File: src/rtl/pipeline_hazard_ctrl.sv
// In-order pipeline hazard controller: a per-slot destination scoreboard that drives
// forwarding selects, load-use stalls, redirect flushes and saturating event counters.
module pipeline_hazard_ctrl #(
   parameter int unsigned REG_AW     = 5,
   parameter int unsigned DEPTH      = 3,
   parameter int unsigned LOAD_AVAIL = 3,
   parameter int unsigned CNT_W      = 32,
   localparam int unsigned SEL_W     = $clog2(DEPTH + 1)
) (
   input  logic              clk,
   input  logic              rst_n,
   input  logic              id_valid,
   input  logic [REG_AW-1:0] id_rs1_addr,
   input  logic [REG_AW-1:0] id_rs2_addr,
   input  logic              id_rs1_used,
   input  logic              id_rs2_used,
   input  logic [REG_AW-1:0] id_rd_addr,
   input  logic              id_reg_write,
   input  logic              id_is_load,
   input  logic              ex_redirect,
   output logic              stall_fd,
   output logic              flush_fd,
   output logic              ex_valid,
   output logic [SEL_W-1:0]  fwd_sel_rs1,
   output logic [SEL_W-1:0]  fwd_sel_rs2,
   output logic [CNT_W-1:0]  stall_count,
   output logic [CNT_W-1:0]  flush_count
);

   localparam int unsigned IDX_W = (DEPTH > 2) ? $clog2(DEPTH) : 1;

   // Scoreboard, bit/element k-1 holds slot k (slot 1 = execute)
   logic [DEPTH-1:0]             vld_q, vld_d;
   logic [DEPTH-1:0]             wr_q, wr_d;
   logic [DEPTH-1:0]             ld_q, ld_d;
   logic [DEPTH-1:0][REG_AW-1:0] rd_q, rd_d;

   logic [SEL_W-1:0] fwd1_q, fwd1_d, fwd2_q, fwd2_d;
   logic [CNT_W-1:0] scnt_q, scnt_d, fcnt_q, fcnt_d;

   logic [1:0][REG_AW-1:0] src_addr;
   logic [1:0]             src_req;
   logic [1:0]             src_stall;
   logic [1:0][SEL_W-1:0]  src_sel;
   logic                   adv;

   // Youngest-match search: descending scan so the smallest slot index wins
   always_comb begin
      src_addr  = {id_rs2_addr, id_rs1_addr};
      src_req   = {id_valid && id_rs2_used && (id_rs2_addr != '0),
                   id_valid && id_rs1_used && (id_rs1_addr != '0)};
      src_stall = '0;
      src_sel   = '0;
      for (int unsigned s = 0; s < 2; s++) begin
         for (int unsigned k = DEPTH - 1; k >= 1; k--) begin
            if (src_req[1'(s)] && vld_q[IDX_W'(k - 1)] && wr_q[IDX_W'(k - 1)] &&
                (rd_q[IDX_W'(k - 1)] == src_addr[1'(s)])) begin
               src_sel[1'(s)]   = SEL_W'(k + 1);
               src_stall[1'(s)] = ld_q[IDX_W'(k - 1)] && ((k + 1) < LOAD_AVAIL);
            end
         end
      end
   end

   assign flush_fd = ex_redirect;
   assign stall_fd = (|src_stall) && !ex_redirect;
   assign adv      = !stall_fd && !flush_fd && id_valid;

   // Slot shift: slot 1 takes decode or a bubble, older slots always advance
   always_comb begin
      vld_d = {vld_q[DEPTH-2:0], adv};
      wr_d  = {wr_q[DEPTH-2:0], adv && id_reg_write};
      ld_d  = {ld_q[DEPTH-2:0], adv && id_is_load};
      rd_d  = {rd_q[DEPTH-2:0], adv ? id_rd_addr : REG_AW'(0)};
      fwd1_d = adv ? src_sel[0] : '0;
      fwd2_d = adv ? src_sel[1] : '0;
      scnt_d = scnt_q;
      fcnt_d = fcnt_q;
      if (stall_fd && (scnt_q != '1)) scnt_d = scnt_q + CNT_W'(1);
      if (flush_fd && (fcnt_q != '1)) fcnt_d = fcnt_q + CNT_W'(1);
   end

   always_ff @(posedge clk or negedge rst_n) begin
      if (!rst_n) begin
         vld_q  <= '0;
         wr_q   <= '0;
         ld_q   <= '0;
         rd_q   <= '0;
         fwd1_q <= '0;
         fwd2_q <= '0;
         scnt_q <= '0;
         fcnt_q <= '0;
      end else begin
         vld_q  <= vld_d;
         wr_q   <= wr_d;
         ld_q   <= ld_d;
         rd_q   <= rd_d;
         fwd1_q <= fwd1_d;
         fwd2_q <= fwd2_d;
         scnt_q <= scnt_d;
         fcnt_q <= fcnt_d;
      end
   end

   assign ex_valid    = vld_q[0];
   assign fwd_sel_rs1 = fwd1_q;
   assign fwd_sel_rs2 = fwd2_q;
   assign stall_count = scnt_q;
   assign flush_count = fcnt_q;

endmodule

File: config.mk
export PLATFORM = sky130hd
export DESIGN_NAME = pipeline_hazard_ctrl
export DESIGN_NICKNAME = d
export VERILOG_FILES = /design/src/rtl/pipeline_hazard_ctrl.sv
export SDC_FILE = /design/constraint.sdc
export NUM_CORES = 1
export LEC_CHECK = 0
export CAP_MARGIN = 10
export CELL_PAD_IN_SITES_DETAIL_PLACEMENT = 0
export CELL_PAD_IN_SITES_GLOBAL_PLACEMENT = 2
export CORE_MARGIN = 2
export CORE_UTILIZATION = 35
export CTS_BUF_LIST = sky130_fd_sc_hd__clkbuf_8
export DETAILED_ROUTE_END_ITERATION = 16
export PLACE_DENSITY_LB_ADDON = 0.2
export SLEW_MARGIN = 30
export SYNTH_ARGS = -nofsm -noshare
export SYNTH_HDL_FRONTEND = slang
export SYNTH_SLANG_ARGS = --single-unit
File: constraint.sdc
create_clock -name clk -period 5.6 [get_ports clk]
set_input_delay 1.68 -clock clk [delete_from_list [all_inputs] [get_ports clk]]
set_output_delay 1.68 -clock clk [all_outputs]
set_load 0.005 [all_outputs]
==> flow_summary.ini, run 1 <==
[yosys]
yosysSeqAreaShare = 0.534
ys.flop_type = dfrtp_1
synthesis.nets = 377
ys_types = 37
synth-async-reset-ratio = 1.00
ys_warn_count = 0
synth_area_mm2 = 0.00389
syn_avg_cell_area_um2 = 11.0
synth-edff-count = 0
synthCells = 352
synth-seq-cells = 83

[power_and_ir_drop]
total_leakage_power_nw = 2.15
ir_worst_vdd_uv = 95.7
cellPowerDensity_mw_per_mm2 = 240

[floorplanning]
rows = 38
io_pins = 94
fp.coreArea_mm2 = 0.0108
die_h_um = 109
fp.dieArea_mm2 = 0.0120
die_width_um = 109
start_util = 0.359

[flow_run]
drv_cap = 0

[global_route]
grt_pass1_vias = 3002
overflow = 0
use_met3 = 0.0445
grt_util_all_layers = 0.159
top_usage_layer = met2
grt_pass1_wl_um = 14800
use_met2 = 0.252
grt_max_degree = 45
antenna_found_initial = 1
met1_usage = 0.211

[min_path]
hp-class = reg -> reg
min_from = wr_q[0]

[detailed_routing]
drt_pass1_iterations = 4
drt-total-wl_um = 8820
first_iter_violations = 115
drc = 0
num_vias = 2950
wl_per_cell_um = 14.7
vias_per_cell = 4.92
postRouteAntennaNets = 0

[placed_design]
gp_congestion = 0.835
dp_hpwl_um = 6520
place.port_buffers = 93

[sta]
slew_violations = 0
grt_setup_unrepaired = no
slew_headroom = 0.490
tightest_slew_ps = 762
timing_hold_violations_final = 0
fin_skew_ps = 14.7
setup_viol = 0
fin_crit_ps = 5490
post-route-period-util = 0.981
finalSetupTns_ps = 0
max_freq_mhz = 182

[status]
status = completed

[layout]
multi_input_area_mm2 = 0.00175
area_growth_pct = 33.9
fillers = 1059
regArea_mm2 = 0.00208
final_util = 0.480
drive_gt1_frac = 0.0697
diodes = 0
finalNetCount = 480

[setup_path]
worstPathMaxFanout = 3
startpoint = id_rs1_addr[1]
worstReg2RegStart = flush_count[23]
critical_path_class = in -> out
crit_required_ps = 3920
arrival_ps = 3810
cp-end-kind = output port
start_kind = input pin

[clock_tree]
cts_tree = yes
post_cts_resized = 0
numCtsBuffers = 9
cts.htree.levels = 3
clock-sinks = 83
cts_root_buf = clkbuf_8
clk_latency_ps = 350
clk_path_buf_depth = 2
cts_setup_buffers = 0
cts.clk_slew.worst_paths_ps = 80
hold_buffers = 0
## worst paths after layout
check	to	slack (ps)	depth (start not counted)
max in group asynchronous	flush_count[1]	3340	2
hold / removal	wr_q[1]	380	0
setup reg to reg	flush_count[14]	3060	6
setup / recovery	stall_fd	110	6
min in group asynchronous	stall_count[5]	1300	1
hold reg to reg	wr_q[1]	380	0
## worst max-delay path: stages
cell             delay [ps]
clkdlybuf4s50_1         540
or4_1                   150
o211ai_1                 90
or4_1                   540
a21oi_1                 260
clkdlybuf4s50_1         550
## sequential cells by signal (all words and copies together), names as in the netlist
| name | cells |
|---|---|
| vld_q | 2 |
| rd_d | 10 |
| ld_q | 1 |
| fwd_sel_rs1 | 2 |
| flush_count | 32 |
| wr_q | 2 |
| fwd_sel_rs2 | 2 |
| stall_count | 32 |
## layout make-up
type / count / area share
clock buffers: 11 / 0.0291
well taps: 140 / 0.0337
multi-input cells: 258 / 0.337
flip-flops and latches: 83 / 0.399
inverters: 2 / 0.00144
clock inverters: 4 / 0.00962
repair buffers: 101 / 0.190
## logic make-up after synthesis
kind of cell / synth area share
AND/OR/NAND/NOR: 0.232
flip-flops: 0.534
XOR/XNOR: 0.180
AO/OA/AOI/OAI: 0.0264
buffers and inverters: 0.0145
multiplexers: 0.00579
adder cells (fa/ha/maj): 0.00644
## cells in the mapped netlist (all sizes together) (3+ instances only)
cell,number,area (µm²)
nand3,32,165
nor3,4,31.3
and3,11,68.8
xor2,18,158
nand2,28,105
and2,8,50.1
nor4,6,37.5
a21oi,5,25.0
or4,7,52.6
nor3b,4,30.0
dfrtp,83,2080
buf,7,41.3
a31oi,3,18.8
nand4,27,169
and4,5,46.3
nor2,18,67.6
xnor2,62,543
## stage by stage
stage	instance area (µm²)	cells	setup WS, ps	power (mW)	hold WS (ps)
floorplan	3890	352	1040	0.728	354
global placement	5000	584	112	0.829	359
detailed placement	5000	584	96.3	0.829	368
CTS	5200	599	92.7	1.27	387
global route	5200	599	18.1	1.32	393
finish	5200	599	109	1.25	383
## cell usage in the layout, fill, tap and decap left out, types with 2 or more instances in the layout
cell              n
nand3_1          31
a21oi_1           5
clkdlybuf4s50_1  92
a31oi_1           3
or4_1             7
and3_1           11
nand4_1          27
a21boi_0          2
clkbuf_8         11
and4_1            4
and3b_1           2
dfrtp_1          83
o211ai_1          2
xnor2_1          62
nand2b_1          2
nor4_1            6
inv_1             3
nand2_1          28
nor3_1            3
xor2_1           18
mux2_2            2
buf_4             9
nor2_1           18
nor3b_1           4
and2_1            8
or2_2             2
ha_1              2
## power breakdown
| part | internal, mW | switching, mW |
|---|---|---|
| Clock | 0.228 | 0.207 |
| Combinational | 0.0887 | 0.0591 |
| Sequential | 0.627 | 0.0397 |
| Total | 0.944 | 0.305 |
## per-layer routing
metal | up-vias | routed length [µm]
met5 | - | 13
met4 | 2 | 73
met3 | 9 | 442
met2 | 67 | 4140
met1 | 1428 | 4150
li1 | 1444 | -
(Power assumes the default switching activity.)
==> run 2, diff against run 1 <==
--- a/config.mk
+++ b/config.mk
@@ -5,11 +5,12 @@
 export SDC_FILE = /design/constraint.sdc
 export NUM_CORES = 1
 export LEC_CHECK = 0
+export ABC_AREA = 1
 export CAP_MARGIN = 10
 export CELL_PAD_IN_SITES_DETAIL_PLACEMENT = 0
 export CELL_PAD_IN_SITES_GLOBAL_PLACEMENT = 2
 export CORE_MARGIN = 2
-export CORE_UTILIZATION = 35
+export CORE_UTILIZATION = 32
 export CTS_BUF_LIST = sky130_fd_sc_hd__clkbuf_8
 export DETAILED_ROUTE_END_ITERATION = 16
 export PLACE_DENSITY_LB_ADDON = 0.2
==> run 2 against run 1 <==
- worst setup slack improved by 310 ps
- via count increased by 74%
- sequential power rose by 2%
- clock skew up 7.1 ps
==> flow_summary.ini, run 2 <==
[detailed_routing]
vias_per_cell = 4.75
drt-total-wl_um = 16300
wl_per_cell_um = 15.1
postRouteAntennaNets = 0
drt_pass1_iterations = 4
drc = 0
first_iter_violations = 322
num_vias = 5127

[yosys]
synthesis.nets = 794
synth_area_mm2 = 0.00528
synth.area.top_cells = dfrtp_1 39%, nand2_1 23%, nor2_1 7.8%, xor2_1 5.5%, nand4_1 5.2%
synth-async-reset-ratio = 1.00
ys_types = 29
yosys.cell_count.top_type = nand2_1
yosysSeqAreaShare = 0.393
ys_warn_count = 0
ys.flop_type = dfrtp_1
synthTopCellsByCount = 317 x nand2_1, 110 x nor2_1, 83 x dfrtp_1
synth_top_area_cell = dfrtp_1
synth.top_cell.area_share = 0.393
synthCells = 769
synth-edff-count = 0
synth-seq-cells = 83
syn_avg_cell_area_um2 = 6.87

[clock_tree]
cts_setup_buffers = 0
cts.clk_slew.worst_paths_ps = 80
hold_buffers = 0
cts_root_buf = clkbuf_8
clk_path_buf_depth = 2
clock-sinks = 83
post_cts_resized = 0
cts.htree.levels = 3
numCtsBuffers = 9
cts_tree = yes
clk_latency_ps = 380

[layout]
area_growth_pct = 25.2
diodes = 0
drive_gt1_frac = 0.0487
finalNetCount = 883
fillers = 1762
final_common_cell = nand2_1
mostFrequentLayoutCells = 316 x nand2_1, 110 x nor2_1, 92 x clkdlybuf4s50_1
final_cells = 1079

[power_and_ir_drop]
total_leakage_power_nw = 3.00
p_total_mw = 1.37
cellPowerDensity_mw_per_mm2 = 207
ir_worst_vdd_uv = 109

[floorplanning]
die_width_um = 132
start_util = 0.330
die_h_um = 132
io_pins = 94
fp.coreArea_mm2 = 0.0160
fp.dieArea_mm2 = 0.0176
rows = 46

[sta]
slew_headroom = 0.577
fin_skew_ps = 21.8
finalSetupTns_ps = 0
post-route-period-util = 0.925
grt_setup_unrepaired = no
setup_viol = 0
slew_violations = 0
max_freq_mhz = 193
whs_ps = 404
tightest_slew_ps = 629
timing_hold_violations_final = 0
fin_crit_ps = 5180

[setup_path]
critPathBufInv = 3
critical_path_class = in -> out
critPathMaxStageDelay_ps = 590
worstPathMaxFanout = 5
crit_required_ps = 3920
cpLargestDelayFamily = buffers and inverters
cp-end-kind = output port
start_kind = input pin
path_cells = clkdlybuf4s50_1 > inv_2 > nand2_1 > nand2_1 > nor2_1 > nand3_1 > nand2_1 > nand2_1 > nor2_1 > clkdlybuf4s50_1
arrival_ps = 3500
crit_top_cell = nand2_1
cp_slowest_cell = clkdlybuf4s50_1

[placed_design]
dp_cells = 1063
place.port_buffers = 93
dp_hpwl_um = 11900
gp_congestion = 0.857

[global_route]
grt_pass1_vias = 4861
overflow = 0
antenna_found_initial = 0
grt_util_all_layers = 0.191
grt_max_degree = 45
grt_pass1_wl_um = 26600

[status]
status = completed

[flow_run]
drv_cap = 0

[min_path]
hp-class = reg -> reg
==> run 2: cell types whose count changed in the layout (fill, tap and decap cells not counted), sizes merged, moves of 19 or more <==
| cell | previous run | this run |
|---|---|---|
| inv | 4 | 58 |
| nor2 | 18 | 115 |
| xnor2 | 62 | 12 |
| o21ai | 0 | 19 |
| nand3b | 1 | 22 |
| nand2 | 28 | 320 |
==> run 2: worst paths after layout <==
kind / from / end / slack, ps / depth (start not counted)
max in group asynchronous: rst_n / flush_count[6] / 3330 / 2
setup / recovery: id_rs1_addr[3] / stall_fd / 420 / 10
min in group asynchronous: rst_n / rd_d[6] / 1280 / 1
setup reg to reg: stall_count[0] / stall_count[30] / 2800 / 10
hold / removal: rd_d[8] / rd_d[13] / 400 / 0
hold reg to reg: rd_d[8] / rd_d[13] / 400 / 0
==> run 2: metal layers <==
metal	global-route usage	vias up	share of wire
li1	-	2614	-
met1	0.284	2376	0.52
met2	0.285	121	0.43
met3	0.0276	16	0.038
met4	0.0603	0	0.015
met5	0	-	0
==> run 2: metrics by stage <==
step / setup slack [ps] / utilization / area, µm²
finish: 419 / 0.413 / 6610
global route: 216 / 0.413 / 6610
CTS: 449 / 0.413 / 6610
detailed placement: 455 / 0.400 / 6400
global placement: 497 / 0.400 / 6390
floorplan: 1600 / - / 5280
==> run 2: layout make-up <==
type / count / area, µm² / share of cell area
multi-input combinational: 608 / 2870 / 0.433
sequential: 83 / 2080 / 0.314
timing repair buffer: 98 / 966 / 0.146
tap: 216 / 270 / 0.0409
inverter: 58 / 218 / 0.0329
clock buffer: 9 / 124 / 0.0187
clock inverter: 7 / 93.8 / 0.0142
==> run 2: power breakdown <==
part           internal, mW  switching [mW]  total [mW]
Combinational         0.104          0.0966       0.200
Sequential            0.632          0.0462       0.678
Clock                 0.250           0.243       0.493
Total                 0.986           0.385        1.37
==> run 2: cells by family (layout without fill, tap and decap cells) <==
group,count (synthesis),after routing,synth area share
flops,83,83,0.393
fa+ha+maj,2,2,0.00474
compound gates,24,24,0.0239
buf+inv,78,172,0.0649
simple gates,537,537,0.439
xor+xnor,45,45,0.0746
